## src/rtl/data_memory_io.sv

```systemverilog
// Word RAM with display/button/switch ports mapped at the top three addresses; read latency 0 or 1 (READ_REG).
// No backpressure: a write is taken on every rising edge with we high, and a read is always valid.
module data_memory_io #(
    parameter int N        = 8,
    parameter int M        = 8,
    parameter int READ_REG = 0
) (
    input  logic         clk,
    input  logic         rst_n,
    input  logic [M-1:0] addr,
    input  logic [N-1:0] wdata,
    input  logic         we,
    output logic [N-1:0] rdata,
    input  logic         btn_in,
    input  logic [N-1:0] sw_in,
    output logic [N-1:0] disp_out,
    output logic         btn_flag
);

    localparam int           DEPTH     = 2**M;
    localparam int           RAM_WORDS = DEPTH - 3;
    localparam logic [M-1:0] ADDR_P1   = M'(DEPTH - 1);
    localparam logic [M-1:0] ADDR_P2   = M'(DEPTH - 2);
    localparam logic [M-1:0] ADDR_P3   = M'(DEPTH - 3);

    logic [N-1:0] mem [RAM_WORDS];

    logic         b1_q, b2_q, b3_q;
    logic [N-1:0] sw1_q, sw2_q;
    logic [N-1:0] disp_q, disp_d;
    logic         flag_q, flag_d;
    logic         is_ram;
    logic         btn_evt;
    logic [N-1:0] rd_mux;

    assign is_ram  = (addr < ADDR_P3);
    assign btn_evt = b2_q & ~b3_q;

    // RAM is not reset, but a write on an edge held in reset is discarded.
    always_ff @(posedge clk) begin
        if (rst_n && we && is_ram) begin
            mem[addr] <= wdata;
        end
    end

    always_comb begin
        disp_d = disp_q;
        flag_d = flag_q;
        if (we && addr == ADDR_P1) disp_d = wdata;
        if (we && addr == ADDR_P2) flag_d = 1'b0;
        // A new press beats a same-cycle clear so no event is lost.
        if (btn_evt) flag_d = 1'b1;
    end

    always_ff @(posedge clk or negedge rst_n) begin
        if (!rst_n) begin
            b1_q   <= 1'b0;
            b2_q   <= 1'b0;
            b3_q   <= 1'b0;
            sw1_q  <= '0;
            sw2_q  <= '0;
            disp_q <= '0;
            flag_q <= 1'b0;
        end else begin
            b1_q   <= btn_in;
            b2_q   <= b1_q;
            b3_q   <= b2_q;
            sw1_q  <= sw_in;
            sw2_q  <= sw1_q;
            disp_q <= disp_d;
            flag_q <= flag_d;
        end
    end

    always_comb begin
        rd_mux = '0;
        if (is_ram) begin
            rd_mux = mem[addr];
        end else if (addr == ADDR_P1) begin
            rd_mux = disp_q;
        end else if (addr == ADDR_P2) begin
            rd_mux = {{(N-1){1'b0}}, flag_q};
        end else begin
            rd_mux = sw2_q;
        end
    end

    generate
        if (READ_REG != 0) begin : g_rd_reg
            logic [N-1:0] rdata_q;
            always_ff @(posedge clk or negedge rst_n) begin
                if (!rst_n) rdata_q <= '0;
                else        rdata_q <= rd_mux;
            end
            assign rdata = rdata_q;
        end else begin : g_rd_comb
            assign rdata = rd_mux;
        end
    endgenerate

    assign disp_out = disp_q;
    assign btn_flag = flag_q;

endmodule

```

## config.mk

```make
export PLATFORM = sky130hd
export DESIGN_NAME = data_memory_io
export DESIGN_NICKNAME = d
export VERILOG_FILES = /design/src/rtl/data_memory_io.sv
export SDC_FILE = /design/constraint.sdc
export NUM_CORES = 2
export LEC_CHECK = 0
export ABC_CLOCK_PERIOD_IN_PS = 6950
export BUFFER_PORTS_ARGS = -buffer_cell sky130_fd_sc_hd__buf_2
export CORE_ASPECT_RATIO = 2
export CORE_MARGIN = 1
export CORE_UTILIZATION = 35
export CTS_CLUSTER_SIZE = 24
export DETAILED_ROUTE_END_ITERATION = 8
export MAX_ROUTING_LAYER = met4
export SLEW_MARGIN = 25
export SYNTH_ARGS = -nofsm -noshare
export SYNTH_HDL_FRONTEND = slang
export SYNTH_SLANG_ARGS = --single-unit
```

## constraint.sdc

```tcl
create_clock -name clk -period 6.95 [get_ports clk]
set_input_delay 0.3475 -clock clk [delete_from_list [all_inputs] [get_ports clk]]
set_output_delay 0.3475 -clock clk [all_outputs]
set_load 0.05 [all_outputs]
```

======== Yosys cells after proc, flatten, opt, wreduce, memory -nomap -nowiden ========
Memories as Yosys holds them, arrays and structs flattened.
Cells that the tools add are included.
operators by class
  $lt $le $gt $ge ......................... 1
  eq/ne operators ......................... 2
  mux-type cells .......................... 7
  bitwise operators ....................... 2
  reduce and logical (&&, ||, !) cells .... 5
operator list
  operator              count
  $mux W8               3
  $eq A8 B8 Y1 const B  2
  $lt A8 B8 Y1 const B  1
  $logic_and A1 B1 Y1   4
  $mux W1               4
  $reduce_bool A2 Y1    1
  $and A1 B1 Y1         1
  $not A1 Y1            1
storage, ports and cells
  bits in registers ....................... 28
  RAM bits ................................ 2024
  input port bits ......................... 28
  output and inout port bits .............. 17
  logic and storage cells ................. 25
  memories kept ........................... 1
memories
  memory  words  width  rd ports  clocked after memory_dff  wr ports  RTL line  source
  mem     253    8      1         0                         1         26        logic [N-1:0] mem [RAM_WORDS];

======== Depth between registers and ports, before layout ========
  depth after elaboration ................. 4
  depth in mapped cells ................... 13
  gate-level depth less buffers ........... 7

======== Worst setup path before layout ========
No wires, ideal clock.
  kind .................................... input-to-output
  from .................................... in addr[1]
  to ...................................... out rdata[1]
  arrival time ............................ 2.846 ns
  required time ........................... 6.602 ns
  setup slack ............................. 3.756 ns
  cell stages on the path ................. 11
  path buffers ............................ 5
  cells stage by stage .................... buf_4 buf_4 buf_6 buf_4 buf_4 nand2_1 nand3_1 nand3_1 o211ai_1 or3b_2 a41oi_1
on the way
  word-level cells in the longest chain between the ends .. 4
  elaborated cells between the ends (all ways) .. 7
  classes of those cells .................. order compare: 1; eq/ne: 2; mux: 3; memory: 1
RTL lines
  item                                                     RTL line  source
  start: declaration                                       10        input logic [M-1:0] addr,
  branches (longest 3 deep; another with $mem_v2 Z253 W8)  n/a
  $mux W8 *                                                77        if (is_ram) begin
  end: declaration                                         13        output logic [N-1:0] rdata,
Mark *: on every way between the ends.

======== Worst setup path in the final report ========
  from .................................... in addr[3]
  to ...................................... out rdata[0]
The elaborated chain is that of the path after synthesis.

==> flow_summary.json <==
{
  "outcome": "completed",
  "cts_htree_levels": 4,
  "fmax_mhz": 200,
  "power.density_nw_per_um2": 277,
  "grt_usage_pct": 21.0,
  "instances_no_fill": 6975,
  "leakage_nw": 27.0,
  "worst_ir_drop_vdd_v": 0.000208,
  "ys_seq_area_share_pct": 77.2,
  "crit_fanout": 81,
  "synth_edf_count": 2024,
  "dp.cells": 6664,
  "switching_share_pct": 22.0,
  "hp-class": "in -> reg",
  "hpwl_um": 153000,
  "crit_type": "in -> out",
  "pwr-share-seq_pct": 55.1,
  "die_h_um": 677,
  "synth_cells": 3766,
  "finalNetCount": 3885,
  "worst_setup_path_start_kind": "input port",
  "via_per_inst": 5.63,
  "grt_pass1_wl_um": 329000,
  "routed_wl_um": 236000,
  "core-area_um2": 226000,
  "grt_max_degree": 153,
  "row_count": 247,
  "period_needed_ns": 5.01,
  "cts_resized": 0,
  "drive_gt1_share_pct": 23.1,
  "initial_core_util_pct": 35.2,
  "arrival_ns": 4.66,
  "cts_tree": "done",
  "timing.hold.ws_ns": 0.0919,
  "setup_viol": 0,
  "hold-path-cell-count": 1,
  "p_clk_share_pct": 39.0,
  "port_buffers": 44,
  "firstDrtPassIters": 9,
  "power_switching_w": 0.00543,
  "area_delta_synth_final_pct": 11.7,
  "ios": 45,
  "hold_violations": 0,
  "first_iter_violations": 4564,
  "avgSynthCellArea_um2": 21.2,
  "synthFlopType": "edfxtp_1",
  "finalWeightedCongestion": 1.02,
  "fin_crit_sh_pct": 72.0,
  "cap_violations": 0,
  "ys_ff_latch": 2052,
  "numClockSinks": 2052,
  "drtAntennaViolNets": 0,
  "num_vias": 39300,
  "finish.instance_area_um2": 89000,
  "setup_tns_ns": 0,
  "reg2reg_depth": 1,
  "path_clk_slew_ns": 0.06,
  "p_int_w": 0.0193,
  "fin_skew_ns": 0.00374,
  "dieArea_um2": 230000,
  "syn-num-nets": 3794,
  "cp-end-kind": "output port",
  "power_frac_comb_pct": 5.9,
  "cts_root_buffer": "clkbuf_16",
  "cp.required_ns": 6.60,
  "die_w_um": 339,
  "cts_buffer_depth": 4,
  "clkLatencyLatePin_ns": 0.82,
  "slew_headroom_pct": 20.3,
  "ys_warn_count": 0,
  "grt_overflow": 0,
  "synth_area_um2": 79700,
  "worstMarginPinSlew_ns": 1.19,
  "antenna_found_initial": 5,
  "rsz0062_at_grt": "no",
  "dpl_cell_area_um2": 83500,
  "wl_per_cell_um": 33.8,
  "grt_pass1_vias": 41382,
  "synth-async-reset-ratio_pct": 1.36,
  "synth_cell_types": 53,
  "drc": 0,
  "cts_buffers": 168,
  "finish.utilization_pct": 39.3,
  "slew_viol_final": 0
}
sequential cells by signal (all words and copies together) (netlist names):
name / flops
mem: 2024
disp_out: 8
sw1_q: 8
sw2_q: 8
b1_q: 1
b2_q: 1
b3_q: 1
btn_flag: 1
kinds of logic (layout without fill, tap and decap cells):
logic type | count (synthesis) | after routing | synth area share, %
AOI/OAI and AO/OA | 271 | 271 | 2.55
buffers and inverters | 234 | 449 | 1.70
DFF | 2052 | 2052 | 77.2
muxes | 619 | 619 | 15.5
other | 0 | 6 | 0
and+or+nand+nor | 590 | 590 | 3.08
per-layer routing:
layer	track usage, %	vias to the layer above	wire, um
met5	-	-	0
li1	-	15805	-
met3	2.87	670	14000
met2	36.7	1809	125000
met1	21.1	21016	74700
met4	16.0	0	21800
through the flow:
| stage | power (W) | setup WS [ns] |
|---|---|---|
| finish | 0.0247 | 1.94 |
| floorplan | 0.0146 | 3.76 |
| CTS | 0.0248 | 2.14 |
| global placement | 0.0153 | 2.06 |
| detailed placement | 0.0153 | 2.15 |
| global route | 0.0252 | 2.04 |
worst paths after layout:
path	start	to	slack [ns]
max reg2reg	disp_out[0]	disp_out[0]	6.15
min in group asynchronous	rst_n	disp_out[4]	0.10
max	addr[3]	rdata[0]	1.94
min reg2reg	sw1_q[5]	sw2_q[5]	0.36
max in group asynchronous	rst_n	sw2_q[3]	6.42
min	wdata[0]	mem[201][0]	0.09
worst max-delay path, cell delays in order:
cell and delay, ns:
buf_8 0.50, buf_12 0.53, nand2_1 0.15, a211oi_1 0.82, a211oi_1 0.38, a221oi_1 0.36, nand4_1 0.32, a2bb2oi_1 0.44
o221ai_1 0.32, buf_2 0.30
area by class of cell:
cell class / instances / area (um2)
timing repair buffer: 150 / 1400
clock inverter: 94 / 913
tap: 2988 / 3740
inverter: 5 / 23.8
sequential: 2052 / 61500
clock buffer: 200 / 4460
antenna: 6 / 15.0
fill: 20074 / 137000
multi-input combinational: 1480 / 16900
cell usage after synthesis, types with 8 or more instances:
master     count  area (um2)
nand2_1      192         721
a22o_1        13         114
clkbuf_1      69         259
o211ai_1       9        67.6
o2111ai_1      9        78.8
nand2b_1      18         113
o22ai_1       20         125
edfxtp_1    2024       60800
mux2_2        24         270
buf_6         24         270
nor3_1        11        55.1
dfrtp_1       28         701
nand4_1       13        81.3
buf_2         74         370
nor2b_1       10        62.6
nand3_1       23         115
buf_4         53         398
o21ai_0       24         120
mux2i_1      106        1060
nor4_1         8        50.1
a21oi_1       27         135
a22oi_1       40         300
a31oi_1       17         106
nor2_1       292        1100
a311oi_1       8        70.1
a32oi_1       24         210
a221oi_1      34         298
mux4_2       489       11000
placed cells by master, fill, tap and decap left out, drive strengths merged, types with 27 or more instances in the layout:
master	Yosys	layout
a21oi	27	27
a22oi	40	40
a221oi	34	34
nor2	292	292
nand2	192	192
mux4	489	489
edfxtp	2024	2024
dfrtp	28	28
clkbuf	71	208
mux2i	106	106
clkinv	0	63
buf	158	131
power groups by stage:
stage	Clock, W	Sequential (W)	Combinational, W
final	0.00964	0.0136	0.00145
after global routing	0.0101	0.0136	0.00147
after CTS	0.00974	0.0136	0.00144
after detailed placement	0	0.0139	0.00143
after global placement	0	0.0139	0.00142
after floorplan	0	0.0139	0.000693
what timing repair did:
action	4_1_cts	5_1_grt
setup buffers	0	0
setup endpoints to repair	0	0
endpoints found under the hold margin	38	0
hold buffers	11	0
No activity file was read; power rests on OpenSTA's default activity.
